==> src/rtl/load_store_unit.sv <==
// Load/store initiator for a 64-bit-word data memory: byte-address decode,
// lane extraction with sign/zero extension, and read-modify-write for partial stores.
module load_store_unit #(
    parameter int DEPTH_LOG2 = 7,
    parameter bit BIG_ENDIAN = 1'b1
) (
    input  logic        clk,
    input  logic        rst_n,
    input  logic        req_valid,
    output logic        req_ready,
    input  logic        req_we,
    input  logic [1:0]  req_size,
    input  logic        req_signed,
    input  logic [63:0] req_addr,
    input  logic [63:0] req_wdata,
    output logic        resp_valid,
    output logic [63:0] resp_rdata,
    output logic        resp_err,
    output logic        MemRead,
    output logic        MemWrite,
    output logic [63:0] readAddress,
    output logic [63:0] writeAddress,
    output logic [63:0] writeData,
    input  logic [63:0] readData
);

    localparam int HI = DEPTH_LOG2 + 3;

    typedef enum logic [1:0] {IDLE, RD, WR, RESP} state_t;

    state_t      state, state_nx;
    logic        we_q;
    logic        signed_q;
    logic        err_q;
    logic [1:0]  size_q;
    logic [2:0]  off_q;
    logic [63:0] wdata_q;
    logic [63:0] rword_q;

    function automatic logic [63:0] lane_mask(input logic [1:0] size);
        logic [63:0] m;
        case (size)
            2'd0:    m = 64'h0000_0000_0000_00FF;
            2'd1:    m = 64'h0000_0000_0000_FFFF;
            2'd2:    m = 64'h0000_0000_FFFF_FFFF;
            default: m = 64'hFFFF_FFFF_FFFF_FFFF;
        endcase
        return m;
    endfunction

    // Right-shift that brings the addressed field down to bit 0.
    function automatic logic [5:0] lane_shift(input logic [2:0] off, input logic [1:0] size);
        logic [2:0] last;
        logic [2:0] lane;
        last = (3'd1 << size) - 3'd1;
        lane = BIG_ENDIAN ? (3'd7 - off - last) : off;
        return {lane, 3'b000};
    endfunction

    function automatic logic access_err(input logic [63:0] addr, input logic [1:0] size);
        logic [2:0] align;
        align = (3'd1 << size) - 3'd1;
        return (|(addr[2:0] & align)) || (|addr[63:HI]);
    endfunction

    function automatic logic [63:0] word_index(input logic [63:0] addr);
        return {{(64 - DEPTH_LOG2){1'b0}}, addr[HI-1:3]};
    endfunction

    function automatic logic [63:0] load_extend(input logic [63:0] word, input logic [2:0] off,
                                                input logic [1:0] size, input logic sgn);
        logic [63:0] mask;
        logic [63:0] field;
        logic        msb;
        mask  = lane_mask(size);
        field = (word >> lane_shift(off, size)) & mask;
        case (size)
            2'd0:    msb = field[7];
            2'd1:    msb = field[15];
            2'd2:    msb = field[31];
            default: msb = 1'b0;
        endcase
        if (sgn && msb) begin
            field = field | ~mask;
        end
        return field;
    endfunction

    function automatic logic [63:0] store_merge(input logic [63:0] word, input logic [63:0] wdata,
                                                input logic [2:0] off, input logic [1:0] size);
        logic [63:0] mask;
        logic [5:0]  sh;
        mask = lane_mask(size);
        sh   = lane_shift(off, size);
        return (word & ~(mask << sh)) | ((wdata & mask) << sh);
    endfunction

    always_ff @(posedge clk or negedge rst_n) begin
        if (!rst_n) begin
            state <= IDLE;
        end else begin
            state <= state_nx;
        end
    end

    always_comb begin
        state_nx = state;
        case (state)
            IDLE: begin
                if (req_valid) begin
                    if (access_err(req_addr, req_size)) begin
                        state_nx = RESP;
                    end else if (req_we && (req_size == 2'd3)) begin
                        state_nx = WR;
                    end else begin
                        state_nx = RD;
                    end
                end
            end
            RD:      state_nx = we_q ? WR : RESP;
            WR:      state_nx = RESP;
            RESP:    state_nx = IDLE;
            default: state_nx = IDLE;
        endcase
    end

    // Request latch on accept; memory word capture on leaving RD.
    always_ff @(posedge clk or negedge rst_n) begin
        if (!rst_n) begin
            we_q         <= 1'b0;
            signed_q     <= 1'b0;
            err_q        <= 1'b0;
            size_q       <= 2'd0;
            off_q        <= 3'd0;
            wdata_q      <= 64'd0;
            rword_q      <= 64'd0;
            readAddress  <= 64'd0;
            writeAddress <= 64'd0;
            writeData    <= 64'd0;
        end else begin
            if ((state == IDLE) && req_valid) begin
                we_q         <= req_we;
                signed_q     <= req_signed;
                err_q        <= access_err(req_addr, req_size);
                size_q       <= req_size;
                off_q        <= req_addr[2:0];
                wdata_q      <= req_wdata;
                readAddress  <= word_index(req_addr);
                writeAddress <= word_index(req_addr);
                if (req_we && (req_size == 2'd3)) begin
                    writeData <= req_wdata;
                end
            end
            if (state == RD) begin
                rword_q <= readData;
                if (we_q) begin
                    writeData <= store_merge(readData, wdata_q, off_q, size_q);
                end
            end
        end
    end

    assign req_ready  = (state == IDLE) && rst_n;
    assign MemRead    = (state == RD);
    assign MemWrite   = (state == WR);
    assign resp_valid = (state == RESP);
    assign resp_err   = (state == RESP) && err_q;
    assign resp_rdata = ((state == RESP) && !we_q && !err_q)
                        ? load_extend(rword_q, off_q, size_q, signed_q) : 64'd0;

endmodule

==> config.mk <==
export PLATFORM = sky130hd
export DESIGN_NAME = load_store_unit
export DESIGN_NICKNAME = d
export VERILOG_FILES = /design/src/rtl/load_store_unit.sv
export SDC_FILE = /design/constraint.sdc
export NUM_CORES = 1
export LEC_CHECK = 0
export BUFFER_PORTS_ARGS = -buffer_cell sky130_fd_sc_hd__buf_4
export CAP_MARGIN = 20
export CORE_AREA = 2 2 181 183
export DETAILED_ROUTE_END_ITERATION = 10
export DIE_AREA = 0 0 183 185
export PLACE_DENSITY_LB_ADDON = 0.25
export SYNTH_ARGS = -nofsm -noshare
export SYNTH_HDL_FRONTEND = slang
export SYNTH_SLANG_ARGS = --single-unit
==> constraint.sdc <==
create_clock -name clk -period 4.7 [get_ports clk]
set_input_delay 0.94 -clock clk [delete_from_list [all_inputs] [get_ports clk]]
set_output_delay 0.94 -clock clk [all_outputs]
set_load 0.05 [all_outputs]
==> flow_summary.json, run 1 <==
{
  "cp-start-kind": "register",
  "grt_util_met3_pct": 4.38,
  "setup_viol": 0,
  "overflow": 0,
  "via_count": 12700,
  "synth-compound-area-share_pct": 15.6,
  "yosysSeqAreaShare_pct": 37.2,
  "initial_core_util_pct": 43.9,
  "whs_ns": 0.384,
  "worst_pin_slew_ns": 1.05,
  "synth_top_area_share_pct": 37.2,
  "drc": 0,
  "insertion_delay_ns": 0.53,
  "syn_area_sq_um": 14100,
  "cp_slowest_stage_delay_ns": 0.59,
  "avgViaCountPerCell": 6.00,
  "dieHeight_um": 185,
  "crit_slowest_cell": "xor2_2",
  "synth_ff_type": "dfrtp_1",
  "grt_pass1_vias": 12100,
  "required_ns": 3.76,
  "antenna_found_initial": 0,
  "die_area_sq_um": 33900,
  "busiest_layer": "met2",
  "crit_start": "size_q[0]",
  "yosys_warnings": 0,
  "hold_violations": 0,
  "worst_clock_skew_ns": 0.0109,
  "grtUsageTotal_pct": 31.4,
  "ys_types": 53,
  "diodes": 0,
  "cap_violations": 0,
  "synth_xor_area_share_pct": 0.427,
  "io_pins": 460,
  "layout_setup_ws_ns": 0.121,
  "syn-instance-count": 1410,
  "rsz0062_at_grt": "true",
  "antenna_violating_nets_post_route": 0,
  "fin_crit_ns": 4.58,
  "synth.most_common_cell": "dfrtp_1",
  "timing.setup.tns_ns": 0,
  "cts.clk_slew.worst_paths_ns": 0.06,
  "dr.pass1.iters": 5,
  "yosys.area_share.adder_pct": 0.890,
  "min_path_type": "in2async",
  "cts_made_buffers": 24,
  "synthMuxAreaShare_pct": 24.2,
  "port_buffers": 345,
  "met2_usage_pct": 53.4,
  "fill_cells": 2853,
  "areaGrowthSynthToFinish_pct": 25.0,
  "dp_hpwl_um": 41900,
  "synth.largest_area_cell": "dfrtp_1",
  "gp_congestion": 0.944,
  "root_buffer": "clkbuf_16",
  "yosys-top-cells-area": "dfrtp_1, mux2_2, buf_4",
  "numClockSinks": 209,
  "drive_gt1_share_pct": 38.7,
  "fin_util_pct": 54.8,
  "coreArea_sq_um": 32000,
  "synth_top_family_by_area": "multiplexers",
  "critPathArrivalTime_ns": 3.64,
  "r2r_start": "size_q[0]",
  "ctsHoldBuffers": 0,
  "crit_chain": "buf_6, inv_1, nor2_2, ha_1, inv_1, ha_4, xnor3_2, buf_4, xor2_2, a31oi_1, o22ai_1, buf_4",
  "use_met1_pct": 41.5,
  "grt_pass1_wl_um": 79200,
  "path_class": "reg2out",
  "max_freq_ghz": 0.218,
  "drtIter0Drc": 1269,
  "slew_headroom_pct": 30.1,
  "die_w_um": 183,
  "dpl_worst_slack_ns": 0.107,
  "finalMaxSlewViolations": 0,
  "fin_nets": 1902,
  "cts_tree": "done",
  "worstSetupEndpointType": "primary output",
  "yosys.area_share.simple_pct": 11.3,
  "htreeDepth": 1,
  "synth-edff-count": 0,
  "ys_seq_elements": 209,
  "synthTopCellsByCount": "dfrtp_1, mux2_2, buf_4",
  "row_count": 66,
  "synth_area_per_cell_sq_um": 9.97,
  "status": "finished, final reports clean",
  "grt_max_degree": 72,
  "synthArstFlopShare_pct": 100,
  "critPathMaxFanout": 18,
  "drt-wirelength-per-cell_um": 25.9,
  "min_period_over_period_pct": 97.4,
  "wl_um": 54900,
  "clock_path_buffers": 3
}
[layout by cell type, fill, tap and decap left out, drive strengths merged, types with 24 or more instances in the layout]
cell	Yosys	routed
buf	173	386
dfrtp	209	209
mux2	186	186
conb	1	114
mux2i	88	88
a21oi	73	73
nand2	67	67
o21ai	61	61
nand3	51	51
a211oi	48	48
nor2	46	46
nor2b	37	37
nor3	37	37
clkbuf	72	29
a221oi	24	24
o211ai	23	24
[sequential cells by signal (all words and copies together) (netlist names), 2 cells and up]
signal        count
writeAddress      7
rword_q          64
off_q             3
writeData        64
wdata_q          64
size_q            2
state             2
[metal layers]
layer,vias to the layer above,part of all wire (%)
li1,5599,-
met2,698,49
met5,-,0
met4,0,3.3
met3,97,8.0
met1,6320,40
[layout make-up]
cell class	instances	area [sq um]	area share (%)
clock buffer	28	667	3.80
clock inverter	15	170	0.969
inverter	10	37.5	0.214
multi-input combinational	1061	7940	45.2
sequential	209	5230	29.8
tap	408	510	2.91
timing repair buffer	387	3020	17.2
[per-stage QoR]
stage | std cells | area [sq um]
finish | 2118 | 17600
global route | 2118 | 17600
CTS | 2112 | 17500
detailed placement | 2064 | 16500
global placement | 2063 | 16500
floorplan | 1523 | 14500
[what timing repair did]
action	CTS	global route
resized for setup	12	11
endpoints found under the setup margin	52	55
pin swaps	1	3
gates cloned	1	1
buffers inserted	4	5
[cells by family after synthesis]
family          after synthesis
simple gates                313
other cells                   1
buf+inv                     255
fa+ha+maj                    10
compound gates              327
mux                         292
xor+xnor                      3
flops                       209
[final timing paths]
check                            endpoint  slack (ns)  cells after the start
max                        resp_rdata[29]        0.12                     12
min                         writeData[29]        0.38                      1
max reg2reg                 writeData[36]        0.56                     13
min reg2reg                    rword_q[6]        0.51                      1
max in group asynchronous   writeData[30]        3.01                      2
min in group clk               rword_q[6]        0.51                      1
[worst max-delay path, delay by kind of cell, from the launching register on]
| family | cells | cell delay, ns |
|---|---|---|
| xor gates and xnor gates | 2 | 0.90 |
| buffers and inverters | 5 | 0.80 |
| AOI/OAI and AO/OA | 2 | 0.49 |
| adders and majority gates | 2 | 0.37 |
| DFF | 1 | 0.36 |
| and+or+nand+nor | 1 | 0.17 |
Power of run 1 is not shown: default switching activity piles up to over one toggle a cycle in this logic, so the estimate is an artifact.
==> inputs of run 2 (changes only) <==
--- a/config.mk
+++ b/config.mk
@@ -5,11 +5,12 @@
 export SDC_FILE = /design/constraint.sdc
 export NUM_CORES = 1
 export LEC_CHECK = 0
+export ABC_AREA = 1
 export BUFFER_PORTS_ARGS = -buffer_cell sky130_fd_sc_hd__buf_4
 export CAP_MARGIN = 20
-export CORE_AREA = 2 2 181 183
+export CORE_AREA = 2 2 177 179
 export DETAILED_ROUTE_END_ITERATION = 10
-export DIE_AREA = 0 0 183 185
+export DIE_AREA = 0 0 179 181
 export PLACE_DENSITY_LB_ADDON = 0.25
 export SYNTH_ARGS = -nofsm -noshare
 export SYNTH_HDL_FRONTEND = slang
==> flow_summary.json, run 2 <==
{
  "status": "finished, final reports clean",
  "antenna_found_initial": 0,
  "synth.most_common_cell": "nand2_1",
  "path_class": "reg2out",
  "setup_viol": 0,
  "fin_nets": 2427,
  "synth_area_per_cell_sq_um": 7.24,
  "placed_cells": 2587,
  "cts_made_buffers": 24,
  "synth-edff-count": 0,
  "syn-instance-count": 1961,
  "drive_gt1_share_pct": 22.6,
  "dr.pass1.iters": 5,
  "min_period_over_period_pct": 95.7,
  "port_buffers": 345,
  "root_buffer": "clkbuf_16",
  "critPathMaxFanout": 36,
  "ys_types": 45,
  "overflow": 0,
  "drc": 0,
  "initial_core_util_pct": 46.8,
  "wl_um": 57600,
  "yosys_warnings": 0,
  "timing.setup.tns_ns": 0,
  "cts.clk_slew.worst_paths_ns": 0.06,
  "hold_violations": 0,
  "numClockSinks": 209,
  "worst_clock_skew_ns": 0.0155,
  "reg2reg_setup_slack_ns": 1.01,
  "cp-start-kind": "register",
  "drtIter0Drc": 1987,
  "yosysSeqAreaShare_pct": 36.9,
  "fill_cells": 2991,
  "critPathArrivalTime_ns": 3.56,
  "io_pins": 460,
  "crit_start": "size_q[0]",
  "register_area_sq_um": 5230,
  "worstSetupEndpointType": "primary output",
  "min_path_type": "in2async",
  "r2r_end": "writeData[49]",
  "dp_hpwl_um": 44000,
  "slew_headroom_pct": 30.3,
  "diodes": 0,
  "gp_congestion": 0.970,
  "cts_tree": "done",
  "max_freq_ghz": 0.222,
  "worst_pin_slew_ns": 1.05,
  "antenna_violating_nets_post_route": 0,
  "synth_ff_type": "dfrtp_1",
  "top_regs": "rword_q x64, wdata_q x64, writeData x64",
  "synthTopCellsByCount": "nand2_1, o21ai_0, dfrtp_1",
  "layout_common_cells": "nand2_1, buf_4, o21ai_0",
  "mostFrequentLayoutCell": "nand2_1",
  "grt_max_degree": 118,
  "row_count": 64,
  "ctsHoldBuffers": 0,
  "synthArstFlopShare_pct": 100,
  "avgViaCountPerCell": 5.65,
  "rsz0062_at_grt": "false",
  "ys_seq_elements": 209,
  "reg2reg_depth": 16,
  "finalMaxSlewViolations": 0,
  "die_w_um": 179,
  "multiInputGateArea_sq_um": 7350,
  "dieHeight_um": 181,
  "via_count": 14800,
  "cap_violations": 0,
  "htreeDepth": 1,
  "crit_path_end": "resp_rdata[59]",
  "grtUsageTotal_pct": 34.9,
  "drt-wirelength-per-cell_um": 21.9,
  "grt_pass1_vias": 13700,
  "grt_pass1_wl_um": 85200,
  "final_cells": 2628,
  "clock_path_buffers": 3,
  "insertion_delay_ns": 0.53,
  "required_ns": 3.76,
  "fin_crit_ns": 4.50,
  "syn_area_sq_um": 14200,
  "r2r_start": "size_q[0]",
  "areaGrowthSynthToFinish_pct": 21.6,
  "die_area_sq_um": 32400,
  "synth.largest_area_cell": "dfrtp_1",
  "yosys-top-cells-area": "dfrtp_1, nand2_1, o21ai_0",
  "coreArea_sq_um": 30300,
  "synth_top_area_share_pct": 36.9
}
-- run 2: cell types whose count changed after synthesis, sizes merged, moves of 21 or more --
cell    previous run  this run
a31oi             19        40
nor2              46       206
a21oi             73       107
mux2             186        21
and3              23         0
o21ai             61       267
mux2i             88        10
nand2             67       493
a221oi            24         1
inv               10       127
nor2b             37         0
-- run 2: how the worst min path moves through the flow --
stage	from	cells after the start	endpoint
after detailed placement	wdata_q[29]	2	wdata_q[29]
after CTS	rst_n	1	wdata_q[48]
after global routing	rst_n	1	wdata_q[60]
after global placement	wdata_q[26]	2	wdata_q[26]
after floorplan	wdata_q[15]	2	wdata_q[15]
final	rst_n	1	writeData[60]
-- run 2: logic make-up (layout without fill, tap and decap cells) --
kind of cell	Yosys count	in the layout	share of synthesized area [%]
AO/OA/AOI/OAI	538	538	21.4
other	1	114	0.0264
AND/OR/NAND/NOR	782	782	23.7
buffers and inverters	390	548	14.8
flip-flops	209	209	36.9
multiplexers	31	31	2.37
adder cells (fa/ha/maj)	10	10	0.882
-- run 2: per-layer routing --
layer  wire (um)  global-route usage, %  share of wire [%]
met1       25300                   52.8                 44
met2       25000                   51.8                 43
met3        5230                   4.06                9.1
met4        2030                   10.8                3.5
met5           0                      0                  0
-- run 2: area by class of cell --
cell class                      instances  area share [%]
Tap cell                              396            2.87
Clock inverter                          6           0.522
Clock buffer                           34            3.99
Inverter                              132            2.92
Multi-Input combinational cell       1475            42.6
Sequential cell                       209            30.3
Timing Repair Buffer                  376            16.8
-- run 2: stage by stage --
step	cell area [sq um]	hold WS [ns]	utilization, %	setup WS [ns]
floorplan	14600	0.449	-	0.316
global placement	16400	0.463	54.1	0.745
detailed placement	16400	0.466	54.1	0.640
CTS	17200	0.362	56.6	0.0703
global route	17300	0.371	56.9	0.00787
finish	17300	0.356	56.9	0.203
-- run 2: worst max-delay path, cell delays in order (launching register included) --
cell and delay, ns:
dfrtp_1 0.55, inv_6 0.08, nand2_1 0.14, buf_4 0.23, ha_2 0.35, buf_12 0.19
o21ai_0 0.24, nand2_1 0.10, nand3_1 0.10, nand3_1 0.09, nand3_1 0.09, nand2_2 0.08
nand2_2 0.11, nand2_8 0.14, buf_16 0.23, nor2_4 0.09, buf_4 0.20
-- run 2: repair_timing --
| item | 4_1_cts | 5_1_grt |
|---|---|---|
| setup buffers | 0 | 1 |
| setup endpoints to repair | 0 | 30 |
| endpoints found under the hold margin | 0 | 0 |
| resized for setup | 0 | 13 |
Power of run 2 is left out for the same reason.
==> inputs of run 3 (changes only) <==
==> constraint.sdc (replaced) <==
create_clock -name clk -period 4.7 [get_ports clk]
set_input_delay 0.94 -clock clk [delete_from_list [all_inputs] [get_ports clk]]
set_output_delay 0.94 -clock clk [all_outputs]
set_load 0.01 [all_outputs]
==> flow_summary.json, run 3 (same netlist as run 2, synthesis figures left out) <==
{
  "status": "finished, final reports clean",
  "dieHeight_um": 181,
  "cap_violations": 0,
  "critPathArrivalTime_ns": 3.59,
  "fin_util_pct": 57.2,
  "rsz0062_at_grt": "true",
  "cp_slowest_stage_delay_ns": 0.52,
  "coreArea_sq_um": 30300,
  "finalMaxSlewViolations": 0,
  "required_ns": 3.76,
  "cp-start-kind": "register",
  "crit_chain": "buf_4, nor2_1, ha_1, inv_1, ha_2, buf_4, nand2_1, o21ai_0, a21oi_1, nor2_4, buf_4",
  "port_buffers": 345,
  "wl_um": 57800,
  "worst_clock_skew_ns": 0.0104,
  "cts.clk_slew.worst_paths_ns": 0.07,
  "min_path_type": "in2async",
  "drt-wirelength-per-cell_um": 21.9,
  "grtUsageTotal_pct": 34.7,
  "min_period_over_period_pct": 96.3,
  "layout_common_cells": "nand2_1, buf_4, o21ai_0",
  "p_leak_nw": 8.36,
  "finalPower_mw": 16.2,
  "critPathMaxFanout": 22,
  "crit_slowest_cell": "o21ai_0",
  "insertion_delay_ns": 0.53,
  "cts_tree": "done",
  "placed_cells": 2588,
  "drtIter0Drc": 2059,
  "setup_viol": 0,
  "cts_made_buffers": 24,
  "worstSetupEndpointType": "primary output",
  "fin_crit_ns": 4.53,
  "drc": 0,
  "vdd_ir_drop_max_v": 0.000677,
  "mostFrequentLayoutCell": "nand2_1",
  "whs_ns": 0.404,
  "fill_cells": 2982,
  "numClockSinks": 209,
  "gp_congestion": 0.991,
  "met1_length_um": 24900,
  "design_area_sq_um": 17400,
  "io_pins": 460,
  "final_cells": 2644,
  "wl_met2_um": 24100,
  "slew_headroom_pct": 34.9,
  "layout_setup_ws_ns": 0.172,
  "top_regs": "rword_q x64, wdata_q x64, writeData x64",
  "drive_gt1_share_pct": 23.1,
  "initial_core_util_pct": 46.8,
  "dp_hpwl_um": 43700,
  "top_layer_used": "met5",
  "dr.pass1.iters": 6,
  "placed_area_sq_um": 16400,
  "via_count": 15000,
  "antenna_violating_nets_post_route": 0,
  "grt_max_degree": 104,
  "die_area_sq_um": 32400,
  "antenna_found_initial": 3,
  "htreeDepth": 1,
  "max_freq_ghz": 0.221,
  "dpl_worst_slack_ns": 0.585,
  "hold_violations": 0,
  "grt_pass1_vias": 13700,
  "worst_pin_slew_ns": 0.977,
  "clock_path_buffers": 3,
  "timing.setup.tns_ns": 0,
  "fin_nets": 2437,
  "grt_pass1_wl_um": 85100,
  "die_w_um": 179,
  "root_buffer": "clkbuf_16",
  "wl_met3_um": 5900,
  "cpMostUsedCell": "buf_4",
  "avgViaCountPerCell": 5.66,
  "path_class": "reg2out",
  "areaGrowthSynthToFinish_pct": 22.3,
  "overflow": 0,
  "p_per_area_nw_per_um2": 934,
  "row_count": 64
}
run 3: critical path: cells and delay by family (launching register included):
family,cells,cell delay [ns]
buf+inv,4,0.69
fa+ha+maj,2,0.61
compound gates,2,0.70
simple gates,3,0.68
flops,1,0.37
run 3: area by class of cell:
cell class	instances	area (sq um)	area share [%]
inverters	132	508	2.93
repair buffers	386	2960	17.0
diodes	2	5.00	0.0288
clock buffers	33	686	3.95
clock inverters	11	150	0.865
well taps	396	495	2.86
flip-flops and latches	209	5230	30.1
multi-input cells	1475	7320	42.2
run 3: final timing paths:
path                              from             end  slack (ns)  cells after the start
max                          size_q[1]  resp_rdata[42]        0.17                     11
min                              rst_n     wdata_q[57]        0.40                      1
max reg2reg                  size_q[1]   writeData[59]        0.93                     13
min reg2reg                wdata_q[30]     wdata_q[30]        0.49                      2
max in group asynchronous        rst_n     rword_q[22]        2.96                      2
min in group clk           wdata_q[30]     wdata_q[30]        0.49                      2
run 3: routing by layer:
layer	vias to the layer above	GRT usage, %
li1	6829	-
met1	7075	52.1
met2	950	48.8
met3	117	5.60
met4	2	15.1
met5	-	0
run 3: power breakdown:
part / switching, mW / internal, mW
clock network: 0.807 / 1.19
registers: 0.654 / 2.70
logic: 7.71 / 3.14
total: 9.17 / 7.04
run 3: timing repair:
action / CTS / global route
hold buffers: 0 / 0
endpoints found under the setup margin: 0 / 27
buffers inserted: 0 / 9
resized for setup: 0 / 7
Note: power is estimated with default switching activity, not from simulation.
